### src/rtl/com_fifo_pkg.sv
// rtl/com_fifo_pkg.sv - shared sizing helpers for the com_fifo family of blocks
package com_fifo_pkg;

  localparam int COM_FIFO_DEFAULT_DW = 32;

  // Smallest prefetch buffer that sustains one beat per cycle for a given RAM latency.
  function automatic int COM_FIFO_PREFETCH_MIN_DEPTH(input int lat);
    return lat + 2;
  endfunction

  function automatic int F_cntw(input int n);
    return $clog2(n + 1);
  endfunction

endpackage

### src/rtl/com_prefetch_buf.sv
// rtl/com_prefetch_buf.sv - DEPTH x DW register skid buffer with push/pop/clear and entry count
module com_prefetch_buf
  import com_fifo_pkg::*;
#(
  parameter int DW    = COM_FIFO_DEFAULT_DW,
  parameter int DEPTH = 3,
  parameter int CW    = F_cntw(DEPTH)
) (
  input  logic          clk,
  input  logic          rst_n,
  input  logic          clear,
  input  logic          push,
  input  logic [DW-1:0] push_data,
  input  logic          pop,
  output logic [DW-1:0] head,
  output logic [CW-1:0] cnt
);

  localparam int PW = (DEPTH > 1) ? $clog2(DEPTH) : 1;

  logic [DW-1:0] mem [DEPTH];
  logic [PW-1:0] wr_ptr;
  logic [PW-1:0] rd_ptr;

  // Explicit wrap keeps non-power-of-2 depths legal.
  function automatic logic [PW-1:0] ptr_inc(input logic [PW-1:0] p);
    return (p == PW'(DEPTH - 1)) ? '0 : p + PW'(1);
  endfunction

  always_ff @(posedge clk or negedge rst_n) begin
    if (!rst_n) begin
      wr_ptr <= '0;
      rd_ptr <= '0;
      cnt    <= '0;
      for (int i = 0; i < DEPTH; i++) mem[i] <= '0;
    end else if (clear) begin
      wr_ptr <= '0;
      rd_ptr <= '0;
      cnt    <= '0;
    end else begin
      if (push) begin
        mem[wr_ptr] <= push_data;
        wr_ptr      <= ptr_inc(wr_ptr);
      end
      if (pop) rd_ptr <= ptr_inc(rd_ptr);
      if (push && !pop)      cnt <= cnt + CW'(1);
      else if (pop && !push) cnt <= cnt - CW'(1);
    end
  end

  assign head = mem[rd_ptr];

endmodule

### src/rtl/com_fifo_rd_prefetch.sv
// rtl/com_fifo_rd_prefetch.sv - credit-based read prefetch hiding RAM latency behind a valid/ready stream
// Optional o_level port and level logic under `COM_FIFO_PREFETCH_LEVEL_EN.
module com_fifo_rd_prefetch
  import com_fifo_pkg::*;
#(
  parameter int DW        = COM_FIFO_DEFAULT_DW,
  parameter int RD_LAT    = 1,
  parameter int BUF_DEPTH = COM_FIFO_PREFETCH_MIN_DEPTH(RD_LAT),
  parameter int CW        = F_cntw(BUF_DEPTH)
) (
  input  logic          clk,
  input  logic          rst_n,
  input  logic          clear,
  input  logic          fifo_empty,
  output logic          fifo_rd_en,
  input  logic [DW-1:0] mem_rdata,
  output logic          o_valid,
  output logic [DW-1:0] o_data,
`ifdef COM_FIFO_PREFETCH_LEVEL_EN
  output logic [CW-1:0] o_level,
`endif
  input  logic          i_ready
);

  localparam int IW = F_cntw(RD_LAT);

  if (RD_LAT < 1) begin : g_bad_lat
    $error("com_fifo_rd_prefetch: RD_LAT must be >= 1");
  end
  if (BUF_DEPTH < RD_LAT + 1) begin : g_bad_depth
    $error("com_fifo_rd_prefetch: BUF_DEPTH must be >= RD_LAT+1");
  end

  logic [RD_LAT-1:0] pipe;
  logic [RD_LAT-1:0] pipe_next;
  logic [IW-1:0]     inflight;
  logic [CW-1:0]     buf_cnt;
  logic [CW:0]       occupancy;
  logic              tail;
  logic              push;
  logic              pop;

  assign tail      = pipe[RD_LAT-1];
  assign occupancy = (CW+1)'(inflight) + (CW+1)'(buf_cnt);

  // Credit counts reads already issued, so the buffer can never overflow when data lands.
  assign fifo_rd_en = rst_n && !fifo_empty && !clear && (occupancy < (CW+1)'(BUF_DEPTH));

  assign o_valid = (buf_cnt != '0) && !clear;
  assign push    = tail && !clear;
  assign pop     = o_valid && i_ready;

  if (RD_LAT == 1) begin : g_pipe1
    assign pipe_next = fifo_rd_en;
  end else begin : g_pipen
    assign pipe_next = {pipe[RD_LAT-2:0], fifo_rd_en};
  end

  always_ff @(posedge clk or negedge rst_n) begin
    if (!rst_n) begin
      pipe     <= '0;
      inflight <= '0;
    end else if (clear) begin
      pipe     <= '0;
      inflight <= '0;
    end else begin
      pipe <= pipe_next;
      case ({fifo_rd_en, tail})
        2'b10:   inflight <= inflight + IW'(1);
        2'b01:   inflight <= inflight - IW'(1);
        default: inflight <= inflight;
      endcase
    end
  end

  com_prefetch_buf #(
    .DW    (DW),
    .DEPTH (BUF_DEPTH),
    .CW    (CW)
  ) u_buf (
    .clk       (clk),
    .rst_n     (rst_n),
    .clear     (clear),
    .push      (push),
    .push_data (mem_rdata),
    .pop       (pop),
    .head      (o_data),
    .cnt       (buf_cnt)
  );

`ifdef COM_FIFO_PREFETCH_LEVEL_EN
  assign o_level = buf_cnt;
`endif

  rd_when_empty_a: assert property (@(posedge clk) disable iff (!rst_n) !(fifo_rd_en && fifo_empty));

endmodule

### config.mk
export PLATFORM = sky130hd
export DESIGN_NAME = com_fifo_rd_prefetch
export DESIGN_NICKNAME = d
export VERILOG_FILES = /design/src/rtl/com_fifo_pkg.sv /design/src/rtl/com_prefetch_buf.sv /design/src/rtl/com_fifo_rd_prefetch.sv
export SDC_FILE = /design/constraint.sdc
export NUM_CORES = 1
export LEC_CHECK = 0
export CORE_MARGIN = 2
export CORE_UTILIZATION = 32
export CTS_BUF_LIST = sky130_fd_sc_hd__clkbuf_16
export DETAILED_ROUTE_END_ITERATION = 10
export PLACE_DENSITY_LB_ADDON = 0.08
export SYNTH_ARGS = -nofsm -noshare
export SYNTH_HDL_FRONTEND = slang
export SYNTH_SLANG_ARGS = --single-unit
export TNS_END_PERCENT = 50
### constraint.sdc
create_clock -name clk -period 1.9 [get_ports clk]
set_clock_uncertainty 0.15 [all_clocks]
set_input_delay 0.38 -clock clk [delete_from_list [all_inputs] [get_ports clk]]
set_output_delay 0.38 -clock clk [all_outputs]
set_load 0.01 [all_outputs]
==> impl_metrics.json, run 1 <==
{
  "fmax_mhz": 473,
  "ys_ff_latch": 104,
  "powerDensity_nw_per_um2": 864,
  "die_area_um2": 15700,
  "clock_path_buffers": 2,
  "reg2regPathDepth": 10,
  "period_share": 1.11,
  "syn_area_per_cell_um2": 13.3,
  "drive_gt1_frac": 0.496,
  "hpwl_um": 6890,
  "grt_setup_unrepaired": "yes",
  "slew-limit-headroom": 0.599,
  "numPortBuffers": 70,
  "p_comb_frac": 0.201,
  "ctsHoldBuffers": 0,
  "multi_input_area_um2": 2140,
  "grt-ovfl-total": 0,
  "finalCriticalPeriod_ps": 2110,
  "regArea_um2": 2600,
  "syn_area_um2": 4710,
  "crit_required_ps": 1370,
  "viasPerCell": 4.76,
  "slew_viol_final": 0,
  "grt_use_total": 0.145,
  "crit_cells": 6,
  "syn_inst": 355,
  "setup_viol": 33,
  "status": "finished, violations left",
  "h-tree-depth": 3,
  "num_vias": 3078,
  "antenna_found_initial": 0,
  "wl_um": 10800,
  "crit_family": "flip-flops",
  "crit_arrival_ps": 1580,
  "worstPathCellList": "nor2b_4, buf_6, buf_8, nand2_2, o21ai_2, buf_2",
  "power_switching_mw": 1.43,
  "layout_setup_ws_ps": -215,
  "cts_tree": "yes",
  "gp_congestion": 0.702,
  "nNetsFinal": 497,
  "critPathBufInv": 3,
  "initial_core_util": 0.325,
  "cts_num_sinks": 104,
  "yosys.cell_types.count": 29,
  "first_global_vias": 3305,
  "drc_errors": 0,
  "dr.pass1.iters": 4,
  "wl_per_cell_um": 16.8,
  "drtIter0Drc": 111,
  "syn2layout_area_growth_pct": 32.5,
  "tightest_slew_ps": 602,
  "clock_latency_ps": 350,
  "criticalPathCategory": "reg -> out",
  "ys_seq_area_frac": 0.552,
  "pre_cts_slack_ps": -393,
  "max_stage_delay_ps": 500,
  "ir_drop_uv": 442,
  "core-area_um2": 14500,
  "path_clk_slew_ps": 70,
  "num_io_pins": 71,
  "ant_nets": 0,
  "die_y_um": 125,
  "cts_root_buf": "clkbuf_16",
  "p_seq_frac": 0.494,
  "syn-num-nets": 394,
  "rows": 44,
  "start_kind": "register",
  "p_leak_nw": 2.81,
  "crit_path_end_kind": "output pin",
  "internal_power_mw": 3.97,
  "crit_slowest_cell": "dfrtp_2",
  "fin_hold_ws_ps": -20.1,
  "numCtsBuffers": 9,
  "fillerInstances": 1385,
  "synth_warnings": 0,
  "swShare": 0.265,
  "n_antenna_cell": 0,
  "worstPathMaxFanout": 7,
  "hold_path.class": "in -> async",
  "final_hold_viol_count": 7,
  "pwr-share-clk": 0.306,
  "violations": "negative hold slack, negative setup slack",
  "chipWidth_um": 125,
  "grt_max_degree": 107,
  "grt_first_pass_wirelength_um": 17700,
  "cap_violations": 0
}
worst paths after layout:
check,start,to,slack [ps]
max,u_buf.rd_ptr[1],o_data[30],-210
min,rst_n,u_buf.mem[81],-20
max reg2reg,inflight,pipe,50
min reg2reg,u_buf.mem[84],u_buf.mem[84],350
max in group asynchronous,rst_n,u_buf.rd_ptr[1],1110
min in group clk,clear,pipe,310
through the flow:
step	utilization	cell area [µm²]	TNS, ps	power, mW	std cells
5_1_grt	0.431	6240	-8250	5.71	646
4_1_cts	0.425	6150	-6920	5.44	647
3_3_place_gp	0.404	5850	-40780	3.85	619
6_report	0.431	6240	-5310	5.39	646
3_5_place_dp	0.404	5850	-41780	3.88	619
2_1_floorplan	-	4710	0	3.22	355
what timing repair did:
action,in CTS,in global routing
pin swaps,10,16
gates cloned,1,0
endpoints found under the setup margin,61,36
endpoints found under the hold margin,0,0
resized for setup,183,45
setup buffers,16,3
sequential cells by signal, summed over array words and instances (netlist names):
signal        flops
u_buf.cnt         2
pipe              1
u_buf.mem        96
u_buf.wr_ptr      2
u_buf.rd_ptr      2
inflight          1
power groups by stage:
| stage | Clock (mW) | Sequential, mW | Combinational (mW) |
|---|---|---|---|
| after floorplan | 0 | 2.65 | 0.565 |
| after global placement | 0 | 2.68 | 1.18 |
| after detailed placement | 0 | 2.69 | 1.19 |
| after CTS | 1.72 | 2.65 | 1.06 |
| after global routing | 1.82 | 2.70 | 1.20 |
| final | 1.65 | 2.66 | 1.08 |
Yosys cell counts:
| master | count | area, µm² |
|---|---|---|
| a2111oi_0 | 1 | 8.76 |
| a21o_1 | 1 | 7.51 |
| a21oi_1 | 5 | 25.0 |
| a22o_1 | 2 | 17.5 |
| a31o_2 | 1 | 8.76 |
| and2_1 | 1 | 6.26 |
| and4b_1 | 1 | 10.0 |
| buf_2 | 5 | 25.0 |
| buf_4 | 6 | 45.0 |
| buf_6 | 4 | 45.0 |
| clkbuf_1 | 7 | 26.3 |
| dfrtp_1 | 104 | 2600 |
| ha_1 | 2 | 25.0 |
| mux2_1 | 2 | 22.5 |
| mux2_2 | 94 | 1060 |
| mux2i_1 | 33 | 330 |
| nand2_1 | 33 | 124 |
| nand2b_1 | 2 | 12.5 |
| nand2b_4 | 1 | 13.8 |
| nand3_1 | 2 | 10.0 |
| nand3b_1 | 2 | 15.0 |
| nand4_1 | 1 | 6.26 |
| nor2_1 | 6 | 22.5 |
| nor2b_1 | 1 | 6.26 |
| nor3_4 | 1 | 16.3 |
| nor3b_4 | 2 | 37.5 |
| o21ai_0 | 33 | 165 |
| o21ba_2 | 1 | 10.0 |
| xnor2_1 | 1 | 8.76 |
routing by layer:
metal / vias up / track usage / wire length, µm
met5: - / 0 / 0
met4: 0 / 0.0392 / 120
met3: 9 / 0.0501 / 503
met1: 1557 / 0.187 / 4960
met2: 52 / 0.234 / 5260
li1: 1460 / - / -
logic make-up after synthesis:
kind of cell	synth area share
AO/OA/AOI/OAI	0.0515
adder cells (fa/ha/maj)	0.00531
XOR/XNOR	0.00186
flip-flops	0.552
multiplexers	0.300
buffers and inverters	0.0300
AND/OR/NAND/NOR	0.0595
layout make-up:
cell class,instances,share of cell area
multi-input combinational,229,0.343
sequential,104,0.417
timing repair buffer,114,0.162
clock inverter,6,0.00481
clock buffer,9,0.0361
tap,184,0.0369
cell usage in the layout (no fill, tap or decap), types with 2 or more instances in the layout:
cell type and instances:
clkbuf_16 9, buf_2 33, mux2_2 94, buf_4 27, mux2_1 2, o21ai_1 15
inv_1 2, nand2b_1 2, o21ai_0 4, mux2i_2 3, dfrtp_1 103, clkinv_1 2
clkinvlp_4 2, a22o_1 2, mux2i_1 30, clkdlybuf4s50_1 34, a21oi_1 5, nand3b_1 2
buf_6 9, nor3b_4 2, nand2_4 5, nand2_2 10, nor2_1 4, o21ai_2 13
buf_12 9, nand2_1 18
Power figures use the tool's default switching activity.
==> inputs of run 2 (changes only) <==
DONT_BUFFER_PORTS = 1   (was not set)
==> impl_metrics.json, run 2 (synthesis gave the netlist of run 1 again) <==
{
  "viasPerCell": 5.02,
  "cts_tree": "yes",
  "cpMostUsedCell": "buf_12",
  "clock_latency_ps": 340,
  "crit_arrival_ps": 1510,
  "wl_met3_um": 494,
  "multi_input_area_um2": 2150,
  "cts_num_sinks": 104,
  "crit_path_end_kind": "output pin",
  "num_vias": 2834,
  "powerDensity_nw_per_um2": 919,
  "fin_hold_ws_ps": -425,
  "path_clk_slew_ps": 70,
  "wl_per_cell_um": 19.7,
  "syn2layout_area_growth_pct": 20.0,
  "slew_viol_final": 0,
  "fmax_mhz": 490,
  "regArea_um2": 2600,
  "fillerInstances": 1390,
  "worstPathCellList": "nor2b_4, buf_12, buf_12, nand2_2, o21ai_1, buf_4",
  "ant_nets": 0,
  "largest-register": "u_buf.mem",
  "wl_met2_um": 5480,
  "period_share": 1.08,
  "status": "finished, violations left",
  "numPortBuffers": 0,
  "crit_required_ps": 1370,
  "antenna_found_initial": 0,
  "numCtsBuffers": 9,
  "clock_path_buffers": 2,
  "drc_errors": 0,
  "tightest_slew_ps": 398,
  "post-place-cells": 539,
  "finalCriticalPeriod_ps": 2040,
  "final_common_cell": "dfrtp_1",
  "final_cells": 564,
  "core-area_um2": 14500,
  "layout_common_cells": "dfrtp_1, mux2_2, mux2i_1",
  "initial_core_util": 0.325,
  "p_leak_nw": 2.44,
  "gp_congestion": 0.723,
  "largest_register_ff_count": 96,
  "final_hold_viol_count": 104,
  "violations": "negative hold slack, negative setup slack",
  "grt-ovfl-total": 0,
  "ctsHoldBuffers": 2,
  "dr.pass1.iters": 3,
  "worstSetupStartpoint": "u_buf.rd_ptr[1]",
  "num_io_pins": 71,
  "drtIter0Drc": 135,
  "grt_max_degree": 108,
  "grt_setup_unrepaired": "yes",
  "chipWidth_um": 125,
  "cts_root_buf": "clkbuf_16",
  "first_global_vias": 3157,
  "grt_use_total": 0.142,
  "setup_viol": 33,
  "rows": 44,
  "die_y_um": 125,
  "drive_gt1_frac": 0.471,
  "ir_drop_uv": 427,
  "crit_slowest_cell": "dfrtp_2",
  "worstPathMaxFanout": 6,
  "nNetsFinal": 414,
  "max_stage_delay_ps": 480,
  "wl_um": 11100,
  "regToRegStartpoint": "u_buf.wr_ptr[1]",
  "criticalPathCategory": "reg -> out",
  "fin_tns_setup_ps": -3530,
  "grt_first_pass_wirelength_um": 17300,
  "final_util": 0.391,
  "n_antenna_cell": 0,
  "die_area_um2": 15700,
  "layout_setup_ws_ps": -143,
  "start_kind": "register",
  "hold_path.class": "in -> async",
  "pre_cts_slack_ps": 120,
  "cap_violations": 0,
  "hpwl_um": 6370,
  "m1WireLength_um": 4980,
  "slew-limit-headroom": 0.732,
  "highest_layer": "met4",
  "h-tree-depth": 3
}
## run 2: timing repair
action / CTS / global route
pin swaps: 4 / 2
setup buffers: 1 / 3
hold endpoints to repair: 110 / 104
gates cloned: 0 / 4
resized for setup: 33 / 46
setup endpoints to repair: 33 / 33
## run 2: worst paths after layout
path                                 endpoint  depth (start not counted)  slack, ps
worst max-delay path               o_data[19]                          6       -140
min in group clk                 u_buf.mem[5]                          1         20
worst min register to register   u_buf.mem[5]                          1        350
worst min-delay path            u_buf.mem[49]                          0       -420
max in group asynchronous       u_buf.mem[67]                          0       1850
worst max register to register  u_buf.mem[31]                          3        210
## run 2: final cells by class
cell class              count  share of cell area
flip-flops and latches    104               0.461
multi-input cells         229               0.380
repair buffers             31              0.0726
well taps                 184              0.0407
clock buffers               9              0.0398
clock inverters             7             0.00597
## run 2: layer usage
metal,GRT usage,vias to the layer above
met3,0.0449,8
met2,0.228,50
met1,0.181,1468
li1,-,1308
met5,0,-
met4,0.0490,0
## run 2: per-stage QoR
step	power (mW)	area, µm²	hold WS, ps
after CTS	5.21	5410	-447
after global placement	3.42	5050	-62.4
final	5.20	5650	-425
after global routing	5.49	5650	-447
after detailed placement	3.45	5050	-62.2
after floorplan	3.22	4710	-65.6
## run 2: worst max-delay path, delay by kind of cell (launching register included)
kind / cells / cell delay, ps
AND/OR/NAND/NOR: 2 / 200
buffers and inverters: 3 / 420
AO/OA/AOI/OAI: 1 / 60
flip-flops: 1 / 480
## run 2: report_power, final
group	total (mW)	switching, mW	internal (mW)
logic	0.873	0.401	0.472
clock network	1.67	0.798	0.868
registers	2.66	0.149	2.51
total	5.20	1.35	3.85
